==> src/rtl/cv32e40x_xif_result_buffer_if.sv <==
// Bundle of the XIF result-side signals: functional-unit offer, commit/kill strobe, core result port.
// The slave modport is the buffer side; the master modport is the environment driving it.
interface cv32e40x_xif_result_buffer_if #(
  parameter int X_ID_WIDTH  = 4,
  parameter int X_RFW_WIDTH = 32
);
  logic                   fu_valid;
  logic                   fu_ready;
  logic [X_ID_WIDTH-1:0]  fu_id;
  logic [X_RFW_WIDTH-1:0] fu_data;
  logic [4:0]             fu_rd;
  logic                   fu_we;

  logic                   commit_valid;
  logic [X_ID_WIDTH-1:0]  commit_id;
  logic                   commit_kill;

  logic                   result_valid;
  logic                   result_ready;
  logic [X_ID_WIDTH-1:0]  result_id;
  logic [X_RFW_WIDTH-1:0] result_data;
  logic [4:0]             result_rd;
  logic                   result_we;

  modport master (
    output fu_valid, fu_id, fu_data, fu_rd, fu_we,
    output commit_valid, commit_id, commit_kill,
    output result_ready,
    input  fu_ready,
    input  result_valid, result_id, result_data, result_rd, result_we
  );

  modport slave (
    input  fu_valid, fu_id, fu_data, fu_rd, fu_we,
    input  commit_valid, commit_id, commit_kill,
    input  result_ready,
    output fu_ready,
    output result_valid, result_id, result_data, result_rd, result_we
  );
endinterface

==> src/rtl/cv32e40x_xif_result_buffer.sv <==
// XIF result buffer: FIFO of completed coprocessor results released only once their ID commits.
// Optional same-cycle bypass for an empty FIFO is enabled by defining XIF_RESULT_BYPASS_EN.
module cv32e40x_xif_result_buffer #(
  parameter int X_ID_WIDTH  = 4,
  parameter int X_RFW_WIDTH = 32,
  parameter int DEPTH       = 4
) (
  input  logic                             clk,
  input  logic                             rst,
  cv32e40x_xif_result_buffer_if.slave      xif,
  output logic                             empty
);

  localparam int PTR_W  = (DEPTH > 1) ? $clog2(DEPTH) : 1;
  localparam int CNT_W  = $clog2(DEPTH + 1);
  localparam int NUM_ID = 1 << X_ID_WIDTH;

  typedef struct packed {
    logic [X_ID_WIDTH-1:0]  id;
    logic [X_RFW_WIDTH-1:0] data;
    logic [4:0]             rd;
    logic                   we;
  } entry_t;

  entry_t             mem [DEPTH];
  logic [PTR_W-1:0]   wptr;
  logic [PTR_W-1:0]   rptr;
  logic [CNT_W-1:0]   count;
  logic [NUM_ID-1:0]  committed;
  logic [NUM_ID-1:0]  killed;

  entry_t             head;
  entry_t             fu_entry;
  entry_t             out_entry;
  logic               full;
  logic               head_drop;
  logic               head_present;
  logic               bypass;
  logic               bypass_take;
  logic               pop;
  logic               push;
  logic               clr_en;
  logic [X_ID_WIDTH-1:0] clr_id;
  logic               res_valid;

  assign full  = (count == CNT_W'(DEPTH));
  assign empty = (count == '0);

  assign head     = mem[rptr];
  assign fu_entry = '{id: xif.fu_id, data: xif.fu_data, rd: xif.fu_rd, we: xif.fu_we};

  // Kill takes priority over commit so a killed head is never presented.
  assign head_drop    = !empty && killed[head.id];
  assign head_present = !empty && !killed[head.id] && committed[head.id];

`ifdef XIF_RESULT_BYPASS_EN
  assign bypass = empty && xif.fu_valid && committed[xif.fu_id] && !killed[xif.fu_id];
`else
  assign bypass = 1'b0;
`endif

  assign bypass_take = bypass && xif.result_ready;
  assign pop         = head_drop || (head_present && xif.result_ready);
  assign push        = xif.fu_valid && !full && !bypass_take;
  assign clr_en      = pop || bypass_take;
  assign clr_id      = bypass_take ? xif.fu_id : head.id;

  // Fields are forced to zero while invalid so the storage itself needs no reset.
  always_comb begin
    res_valid = head_present || bypass;
    out_entry = '0;
    if (bypass)            out_entry = fu_entry;
    else if (head_present) out_entry = head;
  end

  assign xif.fu_ready     = !full;
  assign xif.result_valid = res_valid;
  assign xif.result_id    = out_entry.id;
  assign xif.result_data  = out_entry.data;
  assign xif.result_rd    = out_entry.rd;
  assign xif.result_we    = out_entry.we;

  always_ff @(posedge clk) begin
    if (push) mem[wptr] <= fu_entry;
  end

  always_ff @(posedge clk or posedge rst) begin
    if (rst) begin
      wptr  <= '0;
      rptr  <= '0;
      count <= '0;
    end else begin
      if (push) wptr <= wptr + PTR_W'(1);
      if (pop)  rptr <= rptr + PTR_W'(1);
      case ({push, pop})
        2'b10:   count <= count + CNT_W'(1);
        2'b01:   count <= count - CNT_W'(1);
        default: count <= count;
      endcase
    end
  end

  // The set is written after the clear so a same-cycle set for the popped ID survives.
  always_ff @(posedge clk or posedge rst) begin
    if (rst) begin
      committed <= '0;
      killed    <= '0;
    end else begin
      if (clr_en) begin
        committed[clr_id] <= 1'b0;
        killed[clr_id]    <= 1'b0;
      end
      if (xif.commit_valid) begin
        if (xif.commit_kill) killed[xif.commit_id]    <= 1'b1;
        else                 committed[xif.commit_id] <= 1'b1;
      end
    end
  end

endmodule
==> src/flat_wrapper.sv <==
// flat-port wrapper written by rule: the top's interface ports become plain ports
module cv32e40x_xif_result_buffer_flat 
#(
  parameter int X_ID_WIDTH  = 4,
  parameter int X_RFW_WIDTH = 32,
  parameter int DEPTH       = 4
)
  (clk, rst, empty, xif_fu_valid, xif_fu_id, xif_fu_data, xif_fu_rd, xif_fu_we, xif_commit_valid, xif_commit_id, xif_commit_kill, xif_result_ready, xif_fu_ready, xif_result_valid, xif_result_id, xif_result_data, xif_result_rd, xif_result_we);
  cv32e40x_xif_result_buffer_if #(.X_ID_WIDTH(X_ID_WIDTH), .X_RFW_WIDTH(X_RFW_WIDTH)) xif_i ();
  input  logic clk;
  input  logic rst;
  output logic empty;
  input wire logic [$bits(xif_i.fu_valid)-1:0] xif_fu_valid;
  input wire logic [$bits(xif_i.fu_id)-1:0] xif_fu_id;
  input wire logic [$bits(xif_i.fu_data)-1:0] xif_fu_data;
  input wire logic [$bits(xif_i.fu_rd)-1:0] xif_fu_rd;
  input wire logic [$bits(xif_i.fu_we)-1:0] xif_fu_we;
  input wire logic [$bits(xif_i.commit_valid)-1:0] xif_commit_valid;
  input wire logic [$bits(xif_i.commit_id)-1:0] xif_commit_id;
  input wire logic [$bits(xif_i.commit_kill)-1:0] xif_commit_kill;
  input wire logic [$bits(xif_i.result_ready)-1:0] xif_result_ready;
  output wire logic [$bits(xif_i.fu_ready)-1:0] xif_fu_ready;
  output wire logic [$bits(xif_i.result_valid)-1:0] xif_result_valid;
  output wire logic [$bits(xif_i.result_id)-1:0] xif_result_id;
  output wire logic [$bits(xif_i.result_data)-1:0] xif_result_data;
  output wire logic [$bits(xif_i.result_rd)-1:0] xif_result_rd;
  output wire logic [$bits(xif_i.result_we)-1:0] xif_result_we;
  assign xif_i.fu_valid = xif_fu_valid;
  assign xif_i.fu_id = xif_fu_id;
  assign xif_i.fu_data = xif_fu_data;
  assign xif_i.fu_rd = xif_fu_rd;
  assign xif_i.fu_we = xif_fu_we;
  assign xif_i.commit_valid = xif_commit_valid;
  assign xif_i.commit_id = xif_commit_id;
  assign xif_i.commit_kill = xif_commit_kill;
  assign xif_i.result_ready = xif_result_ready;
  assign xif_fu_ready = xif_i.fu_ready;
  assign xif_result_valid = xif_i.result_valid;
  assign xif_result_id = xif_i.result_id;
  assign xif_result_data = xif_i.result_data;
  assign xif_result_rd = xif_i.result_rd;
  assign xif_result_we = xif_i.result_we;
  cv32e40x_xif_result_buffer #(.X_ID_WIDTH(X_ID_WIDTH), .X_RFW_WIDTH(X_RFW_WIDTH), .DEPTH(DEPTH)) u_core (.clk(clk), .rst(rst), .xif(xif_i), .empty(empty));
endmodule
==> config.mk <==
export PLATFORM = sky130hd
export DESIGN_NAME = cv32e40x_xif_result_buffer_flat
export DESIGN_NICKNAME = d
export VERILOG_FILES = /design/src/rtl/cv32e40x_xif_result_buffer_if.sv /design/src/rtl/cv32e40x_xif_result_buffer.sv /design/src/flat_wrapper.sv
export SDC_FILE = /design/constraint.sdc
export NUM_CORES = 1
export LEC_CHECK = 0
export BUFFER_PORTS_ARGS = -buffer_cell sky130_fd_sc_hd__buf_4
export CAP_MARGIN = 20
export CORE_MARGIN = 5
export CORE_UTILIZATION = 30
export CTS_BUF_LIST = sky130_fd_sc_hd__clkbuf_2
export DETAILED_ROUTE_END_ITERATION = 8
export GPL_TIMING_DRIVEN = 1
export HOLD_SLACK_MARGIN = 0.1
export PLACE_DENSITY = 0.46
export SLEW_MARGIN = 20
export SYNTH_ARGS = -nofsm -noshare
export SYNTH_HDL_FRONTEND = slang
export SYNTH_SLANG_ARGS = --single-unit
==> constraint.sdc <==
create_clock -name clk -period 3.3 [get_ports clk]
set_input_delay 0.165 -clock clk [delete_from_list [all_inputs] [get_ports clk]]
set_output_delay 0.165 -clock clk [all_outputs]
set_load 0.1 [all_outputs]
==> results.ini, run 1 <==
[die]
core_area_um2=27900
start_util_pct=30.4
die_height_um=178
die_w_um=178
rows=61
io_pins=97
dieArea_um2=31700

[sta]
slew-limit-headroom_pct=40.2
grt_setup_unrepaired=true
worst_pin_slew_ns=0.891
hold_viol=0
finalCritPeriodShare_pct=113
setup_ws_ns=-0.413
fin_crit_ns=3.71
finalMaxSlewViolations=0
max_freq_ghz=0.269
skew_ns=0.0711
fin_setup_tns_ns=-15.29
finalSetupViolCount=42

[detailed_routing]
drcViolationCount=0
wirelength_um=20700
drtIter0Drc=295
num_vias=5273
antenna_left=0
post_drt_wl_per_cell_um=17.7
dr.pass1.iters=4
vias_per_cell=4.52

[yosys]
ys_seq_area_share_pct=71.1
yosysTopAreaCellShare_pct=59.6
syn_inst=474
synth_warnings=0
ys_top_cells_by_area=edfxtp_1 (60%), dfrtp_1 (12%), mux4_2 (11%)
synth_edf_count=168
syn-num-nets=532
synth-main-ff-cell=edfxtp_1
synth-seq-cells=207
synth_cell_types=39
async_flop_share_pct=18.8
syn_area_um2=8470
avgSynthCellArea_um2=17.9
synth_top_cell_by_area=edfxtp_1

[global_route]
groute.usage.overall_pct=13.1
antenna_found_initial=2
overflow=0
grt_max_degree=35
grt_pass1_wl_um=31900
grt_pass1_vias=5810

[clock_network]
clkTransAtPathRegs_ns=0.10
clk_path_buf_depth=3
clk_latency_ns=0.81
cts_tree=built
h-tree-depth=2
root_buffer=clkbuf_2
clock_sinks=207
numCtsBuffers=54

[hold_path]
hold_class=input pin to flip-flop
min_path_cells=4
min_to=u_core.killed[7]
hp-start=xif_commit_id[2]

[worst_setup_path]
worstRegToRegCells=14
r2r_slack_ns=0.03
regToRegStartpoint=u_core.rptr[0]
worstSetupStartpointType=flip-flop
worstPathRequired_ns=3.13
critical_path_class=flip-flop to output port
r2r_end=u_core.count[2]
end_kind=output port
critPathArrivalTime_ns=3.55
path_max_fanout=14

[final_layout]
layoutNonFillerInstCount=1167
fin_area_um2=12300
syn_to_final_growth_pct=45.3
fill_cells=2497
finalNetCount=809
layout-drive-gt1-share_pct=43.1

[placed_design]
port_buffers=96
placement.cell_area_um2=9810
dpl.cell_count=951
gp_congestion=0.832
dp_hpwl_um=12500

[status]
outcome=complete, but fails checks
violations=negative setup slack

[run]
drv_cap=0

## critical path: stages, from the launching register on
cell     delay [ns]
dfrtp_4        0.50
mux4_2         0.54
buf_12         0.17
mux2i_4        0.17
a22oi_2        0.09
and3_4         0.18
buf_6          0.12
nor3b_4        0.22
o21ai_4        0.14
buf_12         0.18
buf_12         0.13
nor2b_4        0.13
buf_12         0.18
## flip-flops by register name, indices dropped and copies added, names as in the netlist
register / count
u_core.mem: 168
u_core.committed: 16
u_core.killed: 16
u_core.count: 3
u_core.rptr: 2
u_core.wptr: 2
## cell usage in the layout, fill, tap and decap left out, types with 3 or more instances in the layout
cell type and instances:
xnor2_1 3, a22oi_2 3, and3_2 4, mux2i_2 3, edfxtp_1 168, clkinv_1 6
buf_12 45, nand2_1 9, ha_1 5, o22ai_1 7, buf_6 13, xor2_1 3
nor2_4 3, o21ai_0 18, mux4_2 43, nand3_1 14, nor2_1 7, nor2b_2 14
nor2b_1 7, dlygate4sd3_1 101, nor2b_4 21, inv_1 17, clkbuf_2 80, dfrtp_1 37
or3b_2 3, nand3b_1 5, clkinv_2 4, mux2i_1 13, o2bb2ai_1 18, buf_4 80
## logic make-up after synthesis
| family | count (synthesis) | share of synthesized area (%) |
|---|---|---|
| xor gates and xnor gates | 6 | 0.621 |
| buffers and inverters | 38 | 2.14 |
| adders and majority gates | 6 | 0.975 |
| AOI/OAI and AO/OA | 54 | 4.73 |
| muxes | 61 | 13.4 |
| and+or+nand+nor | 102 | 7.02 |
| DFF | 207 | 71.1 |
## metal layers
| layer | routed length [um] | vias to the layer above | part of all wire [%] | global-route usage (%) |
|---|---|---|---|---|
| li1 | - | 2445 | - | - |
| met1 | 8900 | 2638 | 43 | 16.6 |
| met2 | 10300 | 162 | 50 | 21.9 |
| met3 | 1210 | 28 | 5.9 | 3.54 |
| met4 | 283 | 0 | 1.4 | 3.90 |
| met5 | 0 | - | 0 | 0 |
## layout make-up
type,instances,area (um^2),share of cell area (%)
antenna,2,5.00,0.0407
inverter,18,67.6,0.549
clock inverter,12,60.1,0.488
timing repair buffer,240,2670,21.7
sequential,207,6030,49.0
clock buffer,80,400,3.25
multi-input combinational,230,2600,21.2
tap,378,473,3.84
## worst max path at each step
stage	from	to	slack (ns)	depth (start not counted)
global placement	u_core.rptr[0]	u_core.count[2]	0.13	12
global route	u_core.rptr[0]	xif_result_rd[1]	-0.60	12
floorplan	u_core.rptr[0]	xif_result_data[0]	-0.39	11
CTS	u_core.rptr[0]	xif_result_rd[1]	-0.53	11
finish	u_core.rptr[0]	xif_result_rd[1]	-0.41	12
detailed placement	u_core.rptr[0]	xif_result_data[30]	0.06	11
## Yosys cell counts, drive strengths merged, types with 2 or more instances
| cell type | count |
|---|---|
| a22oi | 5 |
| and2 | 4 |
| and3 | 5 |
| buf | 12 |
| clkbuf | 8 |
| dfrtp | 39 |
| edfxtp | 168 |
| ha | 5 |
| inv | 18 |
| mux2i | 18 |
| mux4 | 42 |
| nand2 | 9 |
| nand2b | 2 |
| nand3 | 14 |
| nand3b | 5 |
| nor2 | 12 |
| nor2b | 42 |
| o21ai | 20 |
| o22ai | 8 |
| o2bb2ai | 19 |
| or2 | 2 |
| or3 | 2 |
| or3b | 3 |
| xnor2 | 3 |
| xor2 | 3 |
## what timing repair did
item	in CTS	in global routing
buffers inserted	13	7
resized for setup	143	56
pin swaps	2	4
gates cloned	0	1
hold buffers	100	1
hold endpoints to repair	307	22
setup endpoints to repair	43	45
## per-stage QoR
stage          hold WS (ns)  utilization [%]  setup WS (ns)
4_1_cts               0.118             43.0         -0.529
3_5_place_dp          0.368             35.2         0.0576
3_3_place_gp          0.363             35.2          0.129
6_report              0.354             44.2         -0.413
2_1_floorplan         0.264                -         -0.394
5_1_grt               0.283             44.2         -0.604
Power of run 1 is not shown: default switching activity piles up to over one toggle a cycle in this logic, so the estimate is an artifact.
==> inputs of run 2 (changes only) <==
--- a/config.mk
+++ b/config.mk
@@ -5,6 +5,7 @@
 export SDC_FILE = /design/constraint.sdc
 export NUM_CORES = 1
 export LEC_CHECK = 0
+export ABC_AREA = 1
 export BUFFER_PORTS_ARGS = -buffer_cell sky130_fd_sc_hd__buf_4
 export CAP_MARGIN = 20
 export CORE_MARGIN = 5
@@ -13,7 +14,7 @@
 export DETAILED_ROUTE_END_ITERATION = 8
 export GPL_TIMING_DRIVEN = 1
 export HOLD_SLACK_MARGIN = 0.1
-export PLACE_DENSITY = 0.46
+export PLACE_DENSITY = 0.45
 export SLEW_MARGIN = 20
 export SYNTH_ARGS = -nofsm -noshare
 export SYNTH_HDL_FRONTEND = slang
==> constraint.sdc (replaced) <==
create_clock -name clk -period 3.65 [get_ports clk]
set_input_delay 0.1825 -clock clk [delete_from_list [all_inputs] [get_ports clk]]
set_output_delay 0.1825 -clock clk [all_outputs]
set_load 0.1 [all_outputs]
==> results.ini, run 2 <==
[worst_setup_path]
worstPathRequired_ns=3.47
crit_slowest_cell=dfrtp_2
crit_path_end=xif_result_rd[0]
end_kind=output port
startpoint=u_core.rptr[0]
critical_path_class=flip-flop to output port
path_buf_inv=4
cpMostUsedCell=nand2_1
path_delay_family=simple AND/OR/NAND/NOR gates
critPathArrivalTime_ns=3.30
worstSetupStartpointType=flip-flop
path_max_fanout=10
crit_chain=buf_4 > nand2_1 > o21ai_0 > nand2_1 > nand2_4 > buf_4 > nand2_1 > nand2_1 > nand2_1 > nand3_2 > nor2_4 > nand2_8 > clkbuf_16 > a211oi_2 > clkbuf_8
regToRegStartpoint=u_core.rptr[0]
worstRegToRegCells=18
cpPeakStageDelay_ns=0.49
cp.depth=15
r2r_end=u_core.committed[4]
r2r_slack_ns=0.58

[global_route]
overflow=0
grt_max_degree=71
grt_pass1_wl_um=40200
grt_pass1_vias=7550
groute.usage.overall_pct=14.7
antenna_found_initial=2

[sta]
grt_setup_unrepaired=true
hold_viol=0
max_freq_ghz=0.287
slew-limit-headroom_pct=44.3
finalCritPeriodShare_pct=95.4
worst_pin_slew_ns=0.836
fin_crit_ns=3.48
finalMaxSlewViolations=0
finalSetupViolCount=0
skew_ns=0.0707

[yosys]
synth.top_cells.by_count=nand2_1 (250), edfxtp_1 (168), nand3_1 (108)
async_flop_share_pct=18.8
synth-main-ff-cell=edfxtp_1
synth_warnings=0
yosysMostFrequentCell=nand2_1
ys_top_cells_by_area=edfxtp_1 (55%), dfrtp_1 (11%), nand2_1 (10%)
avgSynthCellArea_um2=10.3
synth_cell_types=27
synth-seq-cells=207
ys_seq_area_share_pct=65.0
syn_inst=898
synth_edf_count=168
yosysTopAreaCellShare_pct=54.5
synth_top_cell_by_area=edfxtp_1
syn-num-nets=956
syn_area_um2=9260

[run]
drv_cap=0

[detailed_routing]
wirelength_um=26200
vias_per_cell=4.60
num_vias=7284
dr.pass1.iters=5
post_drt_wl_per_cell_um=16.5
drcViolationCount=0
drtIter0Drc=420
antenna_left=0

[final_layout]
top_regs=u_core.mem: 168 flops, u_core.committed: 16 flops, u_core.killed: 16 flops
fill_cells=2965
multi_input_area_um2=3090
largest_reg_flops=168
layout-drive-gt1-share_pct=23.9
finalNetCount=1199
layoutNonFillerInstCount=1583
layout_common_cells=nand2_1 (248), edfxtp_1 (168), nand3_1 (108)
regArea_um2=6020
syn_to_final_growth_pct=38.3
final_common_cell=nand2_1
top_register=u_core.mem

[die]
rows=64
dieArea_um2=34500
die_w_um=186
die_height_um=186
io_pins=97
start_util_pct=30.3
core_area_um2=30500

[clock_network]
h-tree-depth=2
clkTransAtPathRegs_ns=0.10
cts_tree=built
numCtsBuffers=58
clock_sinks=207
clk_path_buf_depth=3
root_buffer=clkbuf_2
clk_latency_ns=0.87

[placed_design]
dp_hpwl_um=14700
gp_congestion=0.823
port_buffers=96
dpl.cell_count=1359

[hold_path]
min_path_cells=4
hold_class=input pin to flip-flop

[status]
outcome=complete, no violations

run 2: worst min-delay path: stages:
cell           delay, ns
dlygate4sd3_1       0.54
buf_4               0.22
nand2_1             0.09
nand3_1             0.08
run 2: logic make-up (layout without fill, tap and decap cells):
family	after synthesis	after routing	share of synthesized area [%]
AOI/OAI and AO/OA	124	124	8.06
other	0	2	0
buffers and inverters	117	404	5.46
adders and majority gates	6	6	0.892
and+or+nand+nor	440	440	20.2
DFF	207	207	65.0
xor gates and xnor gates	4	4	0.379
run 2: worst min path at each step:
stage	end	start	slack [ns]
floorplan	u_core.mem[0][0]	xif_fu_we	0.28
global placement	u_core.killed[7]	rst	0.28
detailed placement	u_core.killed[7]	rst	0.28
CTS	u_core.committed[8]	xif_commit_id[2]	0.17
global route	u_core.killed[10]	xif_commit_kill	0.21
finish	u_core.killed[10]	xif_commit_kill	0.33
run 2: cell type report:
cell class	instances	share of cell area [%]
Antenna cell	2	0.0391
Timing Repair Buffer	232	18.8
Clock buffer	88	3.44
Multi-Input combinational cell	574	24.1
Clock inverter	16	0.567
Inverter	68	2.07
Sequential cell	207	47.1
Tap cell	396	3.87
run 2: repair_timing:
| item | in CTS | in global routing |
|---|---|---|
| resized for setup | 34 | 98 |
| buffers inserted | 2 | 8 |
| cloned | 1 | 2 |
| hold buffers | 105 | 0 |
| pin swaps | 1 | 2 |
| hold endpoints to repair | 254 | 0 |
| endpoints found under the setup margin | 43 | 40 |
run 2: stage by stage:
stage / cell area, um^2 / util (%) / hold slack, ns / worst slack [ns] / TNS [ns]
final: 12800 / 41.9 / 0.325 / 0.167 / 0
after global routing: 12800 / 41.9 / 0.211 / -0.116 / -2.97
after CTS: 12200 / 39.9 / 0.172 / -0.0284 / -0.223
after detailed placement: 10400 / 34.2 / 0.284 / 0.494 / 0
after global placement: 10400 / 34.2 / 0.284 / 0.491 / 0
after floorplan: 9290 / - / 0.281 / -0.483 / -13.44
run 2: per-layer routing:
| layer | global-route usage (%) | up-vias | wire length, um | part of all wire, % |
|---|---|---|---|---|
| li1 | - | 3588 | - | - |
| met1 | 18.6 | 3465 | 11400 | 44 |
| met2 | 24.3 | 182 | 12600 | 48 |
| met3 | 4.46 | 49 | 1640 | 6.3 |
| met4 | 4.84 | 0 | 538 | 2.1 |
| met5 | 0 | - | 0 | 0 |
Power of run 2 is left out for the same reason.
==> inputs of run 3 (changes only) <==
--- a/config.mk
+++ b/config.mk
@@ -7,14 +7,14 @@
 export LEC_CHECK = 0
 export ABC_AREA = 1
 export BUFFER_PORTS_ARGS = -buffer_cell sky130_fd_sc_hd__buf_4
-export CAP_MARGIN = 20
+export CAP_MARGIN = 10
 export CORE_MARGIN = 5
-export CORE_UTILIZATION = 30
+export CORE_UTILIZATION = 55
 export CTS_BUF_LIST = sky130_fd_sc_hd__clkbuf_2
 export DETAILED_ROUTE_END_ITERATION = 8
 export GPL_TIMING_DRIVEN = 1
 export HOLD_SLACK_MARGIN = 0.1
-export PLACE_DENSITY = 0.45
+export PLACE_DENSITY = 0.77
 export SLEW_MARGIN = 20
 export SYNTH_ARGS = -nofsm -noshare
 export SYNTH_HDL_FRONTEND = slang
==> constraint.sdc (replaced) <==
create_clock -name clk -period 3.2 [get_ports clk]
set_input_delay 0.16 -clock clk [delete_from_list [all_inputs] [get_ports clk]]
set_output_delay 0.16 -clock clk [all_outputs]
set_load 0.1 [all_outputs]
==> results.ini, run 3 (synthesized netlist as in run 2, its figures left out) <==
[clock_network]
root_buffer=clkbuf_2
clock_sinks=207
cts_tree=built
h-tree-depth=2
clk_path_buf_depth=3
clk_latency_ns=0.85
clkTransAtPathRegs_ns=0.13
numCtsBuffers=52

[final_layout]
diodes=0
finalNetCount=1207
fill_cells=924
top_register=u_core.mem
largest_reg_flops=168
layout_common_cells=nand2_1 (241), edfxtp_1 (168), nand3_1 (107)
layout-drive-gt1-share_pct=25.6
syn_to_final_growth_pct=40.9
final_common_cell=nand2_1
top_regs=u_core.mem: 168 flops, u_core.committed: 16 flops, u_core.killed: 16 flops

[status]
violations=negative setup slack
outcome=complete, but fails checks

[sta]
finalCritPeriodShare_pct=110
fin_setup_tns_ns=-11.44
grt_setup_unrepaired=true
hold_viol=0
timing.hold.ws_ns=0.298
setup_ws_ns=-0.332
worst_pin_slew_ns=0.851
skew_ns=0.0540
finalMaxSlewViolations=0
slew-limit-headroom_pct=43.3
finalSetupViolCount=43
fin_crit_ns=3.53
max_freq_ghz=0.283

[global_route]
grt_pass1_wl_um=42400
antenna_found_initial=0
overflow=0
grt_pass1_vias=8337
groute.usage.overall_pct=27.4
grt_max_degree=77

[die]
start_util_pct=56.0
die_w_um=140
rows=47
die_height_um=140
dieArea_um2=19500
io_pins=97
core_area_um2=16500

[worst_setup_path]
path_delay_family=simple AND/OR/NAND/NOR gates
worstPathRequired_ns=3.04
crit_chain=buf_6 > nand2_4 > nand3_4 > buf_12 > buf_16 > nand3_1 > nand2_1 > nand2_1 > nand2_1 > nand2_1 > nand3_2 > nor2_4 > nand2_8 > buf_16 > a211oi_2 > buf_6
crit_slowest_cell=dfrtp_2
cpPeakStageDelay_ns=0.49
worstRegToRegCells=22
cpMostUsedCell=nand2_1
critical_path_class=flip-flop to output port
critPathArrivalTime_ns=3.37
cp.depth=16
path_max_fanout=11
end_kind=output port
path_buf_inv=5
worstSetupStartpointType=flip-flop

[detailed_routing]
vias_per_cell=5.70
num_vias=7986
post_drt_wl_per_cell_um=20.2
antenna_left=0
dr.pass1.iters=6
wirelength_um=28300
drtIter0Drc=899
drcViolationCount=0

[hold_path]
min_path_cells=4
hold_class=input pin to flip-flop

[placed_design]
port_buffers=96
dp_hpwl_um=12100
gp_congestion=0.929

[run]
drv_cap=0

## run 3: cell count changes in the layout (fill, tap and decap cells not counted), moves of 6 or more
cell,delta
a211oi_2,-11
a211oi_4,+11
buf_12,+20
buf_4,-6
buf_6,+6
clkbuf_2,-13
clkbuf_8,-14
nand2_1,-7
nand2_4,+6
## run 3: worst paths after layout
| kind | endpoint | startpoint | slack [ns] |
|---|---|---|---|
| setup / recovery | xif_result_data[10] | u_core.rptr[0] | -0.33 |
| setup reg to reg | u_core.count[2] | u_core.rptr[0] | 0.03 |
| hold reg to reg | u_core.count[0] | u_core.count[0] | 0.52 |
| min in group asynchronous | u_core.rptr[0] | rst | 0.57 |
| hold / removal | u_core.killed[11] | xif_commit_kill | 0.30 |
| max in group asynchronous | u_core.rptr[1] | rst | 2.25 |
## run 3: what timing repair did
item	CTS	global route
hold buffers	104	1
resized for setup	141	79
cloned	9	1
endpoints found under the hold margin	246	2
setup buffers	17	3
pin swaps	4	8
setup endpoints to repair	43	48
## run 3: layout make-up
| cell class | count | area [um^2] | area share, % |
|---|---|---|---|
| clock buffers | 75 | 375 | 2.88 |
| clock inverters | 12 | 82.6 | 0.633 |
| inverters | 68 | 258 | 1.98 |
| multi-input cells | 578 | 3320 | 25.5 |
| flip-flops and latches | 207 | 6020 | 46.2 |
| well taps | 220 | 275 | 2.11 |
| repair buffers | 242 | 2700 | 20.7 |
## run 3: worst register-to-register path: cells and delay by family, from the launching register on
kind,cells,cell delay [ns]
buffers and inverters,6,0.69
xor gates and xnor gates,1,0.13
DFF,1,0.49
adders and majority gates,2,0.54
and+or+nand+nor,11,0.95
AOI/OAI and AO/OA,2,0.21
## run 3: layer usage
metal	global-route usage [%]	part of all wire, %
met5	0	0
met4	12.4	3.4
met3	7.48	8.4
met2	48.4	53
met1	31.1	36
## run 3: metrics by stage
stage | utilization, % | area, um^2 | std cells | setup slack (ns)
after floorplan | - | 9310 | 898 | -0.911
after global placement | 61.6 | 10200 | 1180 | 0.394
after detailed placement | 61.6 | 10200 | 1180 | 0.251
after CTS | 76.2 | 12600 | 1397 | -0.171
after global routing | 78.9 | 13000 | 1402 | -0.426
final | 78.9 | 13000 | 1402 | -0.332
Power of run 3 is left out for the same reason.
